[src/rtl/booth_product_accumulator.sv]
// rtl/booth_product_accumulator.sv - frame accumulator for signed Booth products (option: BOOTH_ACC_SATURATE_EN)
module booth_product_accumulator #(
    parameter int PW = 8,
    parameter int AW = 16,
    parameter int CW = 8
) (
    input  logic                 clk,
    input  logic                 rst_n,
    input  logic                 clear,
    input  logic                 in_valid,
    output logic                 in_ready,
    input  logic signed [PW-1:0] in_product,
    input  logic                 in_last,
    output logic                 out_valid,
    input  logic                 out_ready,
    output logic signed [AW-1:0] out_sum,
    output logic [CW-1:0]        out_count,
    output logic                 out_ovf
);

    typedef enum logic {ACCUM, HOLD} state_t;

    localparam logic signed [AW-1:0] ACC_MAX = {1'b0, {(AW-1){1'b1}}};
    localparam logic signed [AW-1:0] ACC_MIN = {1'b1, {(AW-1){1'b0}}};

    state_t               state;
    state_t               state_next;
    logic signed [AW-1:0] acc;
    logic signed [AW-1:0] acc_next;
    logic [CW-1:0]        count;
    logic [CW-1:0]        count_next;
    logic                 ovf;
    logic                 ovf_next;

    logic signed [AW-1:0] addend;
    logic signed [AW-1:0] sum_raw;
    logic signed [AW-1:0] sum_sel;
    logic                 add_ovf;

    assign addend  = AW'(in_product);
    assign sum_raw = acc + addend;
    // Same-sign operands producing a result of the opposite sign means the AW-bit sum left range.
    assign add_ovf = (acc[AW-1] == addend[AW-1]) && (sum_raw[AW-1] != acc[AW-1]);

`ifdef BOOTH_ACC_SATURATE_EN
    // Clamp toward the addend's sign; a later opposite-sign addend pulls the sum back in range.
    assign sum_sel = add_ovf ? (addend[AW-1] ? ACC_MIN : ACC_MAX) : sum_raw;
`else
    // Plain two's-complement wrap.
    assign sum_sel = sum_raw;
`endif

    assign out_sum   = acc;
    assign out_count = count;
    assign out_ovf   = ovf;

    // State and frame registers; the result registers double as the output holding stage.
    always_ff @(posedge clk or negedge rst_n) begin
        if (!rst_n) begin
            state <= ACCUM;
            acc   <= '0;
            count <= '0;
            ovf   <= 1'b0;
        end else begin
            state <= state_next;
            acc   <= acc_next;
            count <= count_next;
            ovf   <= ovf_next;
        end
    end

    // Next-state, accumulate/clear decisions and handshake outputs.
    always_comb begin
        state_next = state;
        acc_next   = acc;
        count_next = count;
        ovf_next   = ovf;
        in_ready   = 1'b0;
        out_valid  = 1'b0;
        case (state)
            ACCUM: begin
                in_ready = !clear;
                if (clear) begin
                    acc_next   = '0;
                    count_next = '0;
                    ovf_next   = 1'b0;
                end else if (in_valid) begin
                    acc_next   = sum_sel;
                    count_next = (&count) ? count : count + CW'(1);
                    ovf_next   = ovf | add_ovf;
                    if (in_last) begin
                        state_next = HOLD;
                    end
                end
            end
            HOLD: begin
                out_valid = 1'b1;
                if (out_ready) begin
                    acc_next   = '0;
                    count_next = '0;
                    ovf_next   = 1'b0;
                    state_next = ACCUM;
                end
            end
            default: begin
                state_next = ACCUM;
            end
        endcase
    end

endmodule
[config.mk]
export PLATFORM = sky130hd
export DESIGN_NAME = booth_product_accumulator
export DESIGN_NICKNAME = d
export VERILOG_FILES = /design/src/rtl/booth_product_accumulator.sv
export SDC_FILE = /design/constraint.sdc
export NUM_CORES = 1
export LEC_CHECK = 0
export ABC_CLOCK_PERIOD_IN_PS = 2300
export CAP_MARGIN = 20
export CELL_PAD_IN_SITES_DETAIL_PLACEMENT = 0
export CELL_PAD_IN_SITES_GLOBAL_PLACEMENT = 2
export CORE_MARGIN = 10
export CORE_UTILIZATION = 32
export CTS_BUF_LIST = sky130_fd_sc_hd__clkbuf_8
export DETAILED_ROUTE_END_ITERATION = 16
export HOLD_SLACK_MARGIN = 0.03
export PLACE_DENSITY_LB_ADDON = 0.12
export SYNTH_ARGS = -nofsm -noshare
export SYNTH_HDL_FRONTEND = slang
export SYNTH_SLANG_ARGS = --single-unit
[constraint.sdc]
create_clock -name clk -period 2.3 [get_ports clk]
set_input_delay 0.69 -clock clk [delete_from_list [all_inputs] [get_ports clk]]
set_output_delay 0.69 -clock clk [all_outputs]
set_load 0.02 [all_outputs]
==> impl_metrics.toml <==
[hold_path]
holdPathEnd = "out_sum[12]$_DFFE_PN0P_"
min_path_type = "flip-flop to flip-flop"
hold_depth = 2
min_from = "out_sum[12]$_DFFE_PN0P_"

[floorplanning]
die_w_um = 96.8
die_height_um = 96.8
fp.dieArea_um2 = 9370
io_pins = 41
rows = 27
start_util_pct = 33.6
coreArea_um2 = 5610

[cts]
clockBufferDepth = 2
insertion_delay_ps = 270
cts_hold_buf = 0
cts.sinks = 26
cts.clk_slew.worst_paths_ps = 100
cts_htree_levels = 1
cts_root_buffer = "clkbuf_8"
cts_buffers = 3
cts_tree = "yes"

[grt]
gr-total-overflow = 0
grt_pass1_vias = 1772
grt_usage_pct = 11.2
grt_start_max_net_pins = 27
antenna_found_initial = 0
grt_first_pass_wirelength_um = 9100

[sta]
hold_viol_final = 0
worst_slack_ps = 90.4
setup_viol = 0
fmax_mhz = 453
min_period_ps = 2210
rsz0062_at_grt = "no"
maxSlewHeadroom_pct = 76.1
final.setup_skew_ps = 1.98
final_max_slew_viol_count = 0
finalCritPeriodShare_pct = 96.1
tightest_slew_ps = 359
hold-worst-slack_ps = 531

[cells_and_area]
syn_to_final_growth_pct = 56.8
fin_area_um2 = 2960
postLayoutCoreUtil_pct = 52.8
stdcell_count = 361
num-nets-final = 321
antennaDiodeCount = 0
layout-drive-gt1-share_pct = 29.1

[setup_path]
cp_max_fo = 4
cp-start-kind = "input pin"
reg2reg_to = "out_sum[10]$_DFFE_PN0P_"
critPathArrivalTime_ps = 2380
criticalPathCategory = "input pin to flip-flop"
rrSetupSlack_ps = 250
r2r_start = "out_sum[0]$_DFFE_PN0P_"
cp_cell_sequence = "clkdlybuf4s50_1, ha_4, a21oi_2, o211ai_1, buf_4, a211oi_4, buf_4, o22a_1, nor3_2, nand2_1"
reg2reg_depth = 8
end_kind = "flip-flop"
critPathMaxStageDelay_ps = 510
crit_path_frequent_cell = "buf_4"
required_ps = 2470
cp_slowest_cell = "clkdlybuf4s50_1"

[synth]
syn-instance-count = 204
synth-seq-cells = 26
syn_area_um2 = 1890
async_reset_ff_share_pct = 100
yosys_warnings = 0
synthDistinctLibCells = 47
yosysSeqAreaShare_pct = 34.5
synth-main-ff-cell = "dfrtp_1"
syn_area_per_cell_um2 = 9.25
synth_edf_count = 0
synth_nets = 235

[routing]
drt_first_iter_violations = 69
vias = 1798
routedWlPerCell_um = 15.0
antenna_left = 0
drc = 0
viasPerCell = 4.98
routed_wl_um = 5420
dr.pass1.iters = 4

[power_and_ir_drop]
p_comb_share_pct = 50.2
power.net_switching_uw = 682
power_leakage_nw = 1.31
pwr-share-seq_pct = 29.7
powerDensity_nw_per_um2 = 658
cell_internal_pwr_mw = 1.27
switching_share_pct = 35.0
ir_worst_vdd_mv = 0.335
p_clk_share_pct = 20.1

[placed_design]
gp_congestion = 0.761
place_hpwl_um = 4060
dp_cells = 353
dp_slack_ps = -632
dpl-instance-area_um2 = 2680
io_buffers = 40

[run_status]
status = "completed"

[job]
maxCapViolCount = 0
[flip-flops by register name (all words and copies together) (netlist names)]
register and flops:
out_sum 16, out_count 8, out_ovf 1, state 1
[what timing repair did]
action                     4_1_cts  5_1_grt
pin swaps                       15       17
resized for setup               23       21
setup buffers                    2        2
setup endpoints to repair       12       11
[cell usage after synthesis (all sizes together), types with 3 or more instances]
library cell	number	area share, %
a211oi	3	1.7
nand2b	3	0.99
and3	4	1.3
nor2	12	2.8
o21bai	5	2.0
nor3	7	1.9
a21oi	9	2.6
ha	16	11
o21a	4	1.6
dfrtp	26	34
xnor2	6	2.8
xor2	10	4.6
o21ai	19	5.2
inv	6	1.2
a21o	5	2.0
nand3	8	2.1
nand4	3	0.99
nand2	27	5.4
clkbuf	3	0.60
[stage by stage]
stage | power (mW) | TNS (ps)
6_report | 1.95 | 0
5_1_grt | 2.09 | 0
4_1_cts | 1.93 | 0
3_5_place_dp | 1.45 | -6370
3_3_place_gp | 1.45 | -6240
2_1_floorplan | 1.04 | 0
[worst max-delay path, delay by kind of cell]
family	cells	cell delay (ps)
compound gates	4	460
simple gates	2	230
fa+ha+maj	1	170
buf+inv	3	810
[worst max path at each step]
stage	start	to	cells past startpoint
2_1_floorplan	in_product[0]	out_sum[14]$_DFFE_PN0P_	8
3_3_place_gp	in_product[7]	out_sum[15]$_DFFE_PN0P_	8
3_5_place_dp	in_product[7]	out_sum[15]$_DFFE_PN0P_	8
4_1_cts	in_product[2]	out_sum[15]$_DFFE_PN0P_	8
5_1_grt	in_product[7]	out_sum[15]$_DFFE_PN0P_	9
6_report	in_product[6]	out_sum[15]$_DFFE_PN0P_	10
[layout by cell type (no fill, tap or decap), drive strengths merged, types with 2 or more instances in the layout]
cell type	netlist	routed
o21ai	19	19
nor4b	2	2
inv	6	6
a21oi	9	9
clkbuf	3	6
ha	16	16
nor2	12	12
a22o	2	2
o21bai	5	5
o211ai	2	2
nand3	8	8
buf	2	46
nand4	3	3
o21a	4	4
clkdlybuf4s50	0	32
dlymetal6s2s	0	3
xor2	10	10
nand2b	3	3
a41oi	2	2
nand2	27	27
mux2i	2	2
nor3	7	7
a21o	5	5
dfrtp	26	26
xnor2	6	6
and3	4	4
a211oi	3	3
[cell type report]
cell class                 instances  area [µm²]
fill                             563        2650
clock inverter                     1        30.0
tap                               72        90.1
timing repair buffer              86         739
inverter                           6        22.5
multi-input combinational        167        1390
clock buffer                       3        41.3
sequential                        26         651
[kinds of logic (layout without fill, tap and decap cells)]
group / count (synthesis) / after routing / share of synthesized area, %
buffers and inverters: 11 / 96 / 2.32
xor gates and xnor gates: 16 / 16 / 7.43
AOI/OAI and AO/OA: 61 / 61 / 24.5
muxes: 3 / 3 / 1.66
adders and majority gates: 17 / 17 / 11.7
DFF: 26 / 26 / 34.5
and+or+nand+nor: 70 / 70 / 18.0
[power groups by stage]
stage | Clock (mW) | Combinational, mW | Sequential (mW)
after floorplan | 0 | 0.405 | 0.634
after global placement | 0 | 0.877 | 0.577
after detailed placement | 0 | 0.878 | 0.576
after CTS | 0.412 | 0.942 | 0.572
after global routing | 0.432 | 1.07 | 0.589
final | 0.392 | 0.978 | 0.578
[metal layers]
metal	wire (µm)	vias to the layer above	global-route usage, %
met2	2370	31	17.0
li1	-	914	-
met3	197	2	2.27
met1	2830	851	15.8
met5	0	-	0
met4	23	0	2.37
(Power assumes the default switching activity.)
==> edit 1 (config.mk and constraints unchanged) <==
Make the reset (`rst_n`) synchronous in one clocked block.
--- a/src/rtl/booth_product_accumulator.sv
+++ b/src/rtl/booth_product_accumulator.sv
@@ -56,5 +56,5 @@
 
     // State and frame registers; the result registers double as the output holding stage.
-    always_ff @(posedge clk or negedge rst_n) begin
+    always_ff @(posedge clk) begin
         if (!rst_n) begin
             state <= ACCUM;
Formal check against the unedited RTL: differs if rst_n is asserted again (counterexample within 4 cycles, from zero or initial values and one cycle with rst_n low); with rst_n held inactive, the same outputs for 10 cycles.
==> edit 1 against the unedited design <==
Critical path type unchanged. Sequential cell count unchanged. Critical endpoint is now out_sum[15]. Synthesized area down 4.2%. Setup slack worse by 0.015 ns. Total power decreased by 29%. Cell area decreased by 1.7%. Routed wire length down 3.6%. Largest power group is now sequential cells. Cell count grew 4.2%.
==> edit 1: results (changes against the unedited design) <==
| Metric | Value |
|---|---|
| Status | `complete, no violations` |
| Wl on met1 | `2.48 mm (-12%)` |
| Largest net degree at the start of global routing | `16 (-41%)` |
| Distinct cells, synth | `51 (+8.5%)` |
| Critical path arrival | `2.46 ns (+0.08 ns)` |
| Non-filler cells, final | `376 (+4.2%)` |
| Syn_nets | `241 (+2.6%)` |
| Clock skew | `0.0151 ns (+0.0131 ns)` |
| Switching Power | `0.000420 W (-38%)` |
| HPWL Detailed | `4.00 mm (-1.5%)` |
| CP Capture Point | `out_sum[15]` |
| Worst r2r src | `out_sum[0]` |
| WHS Endpoint | `out_ovf` |
| DP Worst Slack | `-0.571 ns (+0.0610 ns)` |
| Drt initial violations | `41 (-41%)` |
| LEAKAGE | `1.19 nW (-9.1%)` |
| Met2 Usage GRT | `0.193 (+0.0229)` |
| Post-synthesis compound-gate area fraction | `0.259 (+0.0141)` |
| Crit path from | `in_product[2]` |
| Flop2flop setup slack | `0.20 ns (-0.05 ns)` |
| Hold_ws | `0.474 ns (-0.0564 ns)` |
| Vias in the first global route | `1849 (+4.3%)` |
| Register area share after synthesis | `0.288 (-0.0569)` |
| Via count | `1839 (+2.3%)` |
| Post-synth top cells | `dfxtp_1 (26), nand2_1 (17), ha_1 (16), a21oi_1 (14)` |
| Mapped Cells | `210 (+2.9%)` |
| GR Util met3 | `0.0291 (+0.00635)` |
[edit 1: cell count changes after synthesis, moves of 5 or more]
cell / delta
dfrtp_1: -26
xor2_1: -5
nand2_1: -10
a21oi_1: +6
dfxtp_1: +26
a22oi_1: +6
nor2b_1: +11
o21ai_0: -6
[edit 1: timing repair]
item                                    4_1_cts  5_1_grt
hold buffers                                  0        0
endpoints found under the setup margin       12       13
pin swaps                                    18       10
gates resized for setup                      25        9
buffers inserted                              5        1
[edit 1: worst max-delay path, cell delays in order]
cell and delay, ns:
dlygate4sd2_1 0.26, ha_4 0.23, o211ai_1 0.21, o211ai_1 0.15, and3_4 0.22, o32a_1 0.39
a211o_1 0.25, nand3_2 0.07
[edit 1: area by class of cell]
class | count | area (um2) | area share
clock inverter | 1 | 30.0 | 0.0103
inverter | 8 | 35.0 | 0.0120
tap | 72 | 90.1 | 0.0310
clock buffer | 3 | 41.3 | 0.0142
sequential | 26 | 520 | 0.179
multi-input combinational | 170 | 1380 | 0.475
timing repair buffer | 96 | 810 | 0.278
==> edit 2 (same settings) <==
Without the edit above. Change the parameter `CW` from 8 to 7.
--- a/src/rtl/booth_product_accumulator.sv
+++ b/src/rtl/booth_product_accumulator.sv
@@ -3,5 +3,5 @@
     parameter int PW = 8,
     parameter int AW = 16,
-    parameter int CW = 8
+    parameter int CW = 7
 ) (
     input  logic                 clk,
Interface: changed (resized out_count); port bits go from 41 to 40. The function was not compared with the original's and may differ.
==> edit 2 against the unedited design <==
Non-clock buffer count rose by 6. Sequential cell count fell by 1. Cell area rose by 0.68%. Hold slack got worse by 0.0063 ns. Sequential share of layout area fell by 0.99 points. Largest cell class unchanged. Setup slack got worse by 0.024 ns. Routed wire length rose by 9.6%. Via count rose by 2.3%. Critical path depth did not move. Synthesized area fell by 1.7%. Core utilization rose by 0.68 points. Clock power fell by 25%. Total power rose by 33%.
==> edit 2: results (changes against the unedited design) <==
| Metric | Value |
|---|---|
| Worst Tran Pin Value | `0.577 ns (+0.218 ns)` |
| Crit-path max cell delay | `0.46 ns (-0.05 ns)` |
| Mapped Cells | `203 (-0.49%)` |
| Met2 Usage GRT | `0.231 (+0.0612)` |
| Syn_nets | `234 (-0.43%)` |
| PwrDens | `868 nW/um2 (+32%)` |
| Number of cells on the worst hold path | `1 (-1)` |
| Crit path from | `in_product[7]` |
| Flop2flop setup slack | `0.25 ns (about the same)` |
| Critical R2R Capture | `out_sum[12]` |
| Clock skew | `0.00280 ns (+0.000821 ns)` |
| Share of cells above drive strength 1 | `0.346 (+0.0552)` |
| VDD IR max | `440 uV (+31%)` |
| Crit-path slowest cell | `or4b_4` |
| GR Util met3 | `0.0296 (+0.00686)` |
| Yosys warns | `0 (unchanged)` |
| LEAKAGE | `1.32 nW (+0.36%)` |
| Sequential cells | `25 (-3.8%)` |
| Crit path time final | `2.23 ns (+0.0241 ns)` |
| H-tree level count | `1 (unchanged)` |
| Drt initial violations | `65 (-5.8%)` |
| Post-DP Area | `2680 um2 (about the same)` |
| Multi-input logic area | `1410 um2 (+1.8%)` |
| Post-synth top cells | `nand2_1 (29), dfrtp_1 (25), ha_1 (16), a21oi_1 (13), nor2_1 (13)` |
| Port buffer count | `39 (-2.5%)` |
| Synth top area cells | `dfrtp_1 (34%), ha_1 (11%), nand2_1 (5.9%), xor2_1 (3.8%), a21oi_1 (3.5%)` |
| Clock latency on the worst-skew pair | `roughly 0.28 ns` |
| Sw Share | `0.414 (+0.0637)` |
| Clock share of power | `0.113 (-0.088)` |
| Placed insts | `354 (+0.28%)` |
| DP Worst Slack | `-0.657 ns (-0.0247 ns)` |
| First-pass GRT wire length | `9.47 mm (+4.0%)` |
| Distinct cells, synth | `52 (+11%)` |
| Multi-In Gates | `165 (-1.2%)` |
| GRT Overall Usage | `0.128 (+0.0165)` |
| WL final | `5.94 mm (+9.6%)` |
| Vias in the first global route | `1976 (+12%)` |
| WHS Endpoint | `out_sum[3]` |
| Hold Startpoint | `out_sum[3]` |
| Nets@finish | `324 (+0.93%)` |
| Seq. cell area | `626 um2 (-3.8%)` |
| HP Class | `flop to flop` |
| Via count | `1840 (+2.3%)` |
| Final Wtd Congestion | `0.845 (+11%)` |
| ClkCell Share | `0.0164 (-0.00772)` |
| HPWL Detailed | `4.40 mm (+8.4%)` |
| Initial antenna violation count | `0 (unchanged)` |
| Largest net degree at the start of global routing | `26 (-3.7%)` |
| Worst r2r src | `out_sum[0]` |
| Status | `complete, no violations` |
| Non-clock buffers, area share | `0.262 (+0.0126)` |
| DR WL/cell | `16.3 um (+8.7%)` |
| Power share of the sequential group | `0.251 (-0.046)` |
| Filler Cell Count | `532 (-5.5%)` |
| Buffers, non-clock | `92 (+7.0%)` |
| Post-route cell area | `2980 um2 (+0.68%)` |
| Routing usage on met1 | `0.153 (-0.00488)` |
| Hold_ws | `0.525 ns (-0.00630 ns)` |
| Crit path max fanout | `5 (+1)` |
| Register area share after synthesis | `0.337 (-0.00745)` |
edit 2: metal layers:
metal / share of wire / up-vias
li1: - / 917
met1: 0.43 / 892
met2: 0.51 / 31
met3: 0.054 / 0
met4: 0 / 0
met5: 0 / -
edit 2: repair_timing:
item                       CTS  global route
setup endpoints to repair   11             7
setup buffers                5             2
gates resized for setup     44            12
cloned                       1             0
pin swaps                   22            11
hold buffers                 0             0
edit 2: worst max-delay path: cells and delay by family:
kind,cells,cell delay (ns)
fa+ha+maj,1,0.26
simple gates,3,0.66
compound gates,2,0.28
buf+inv,4,0.55
edit 2: cells by family (layout without fill, tap and decap cells):
group           count (synthesis)  in the layout  synth area share
mux                             6              6            0.0331
fa+ha+maj                      17             17             0.119
xor+xnor                       12             12            0.0567
compound gates                 61             61             0.232
simple gates                   69             69             0.186
flops                          25             25             0.337
buf+inv                        13            102            0.0358
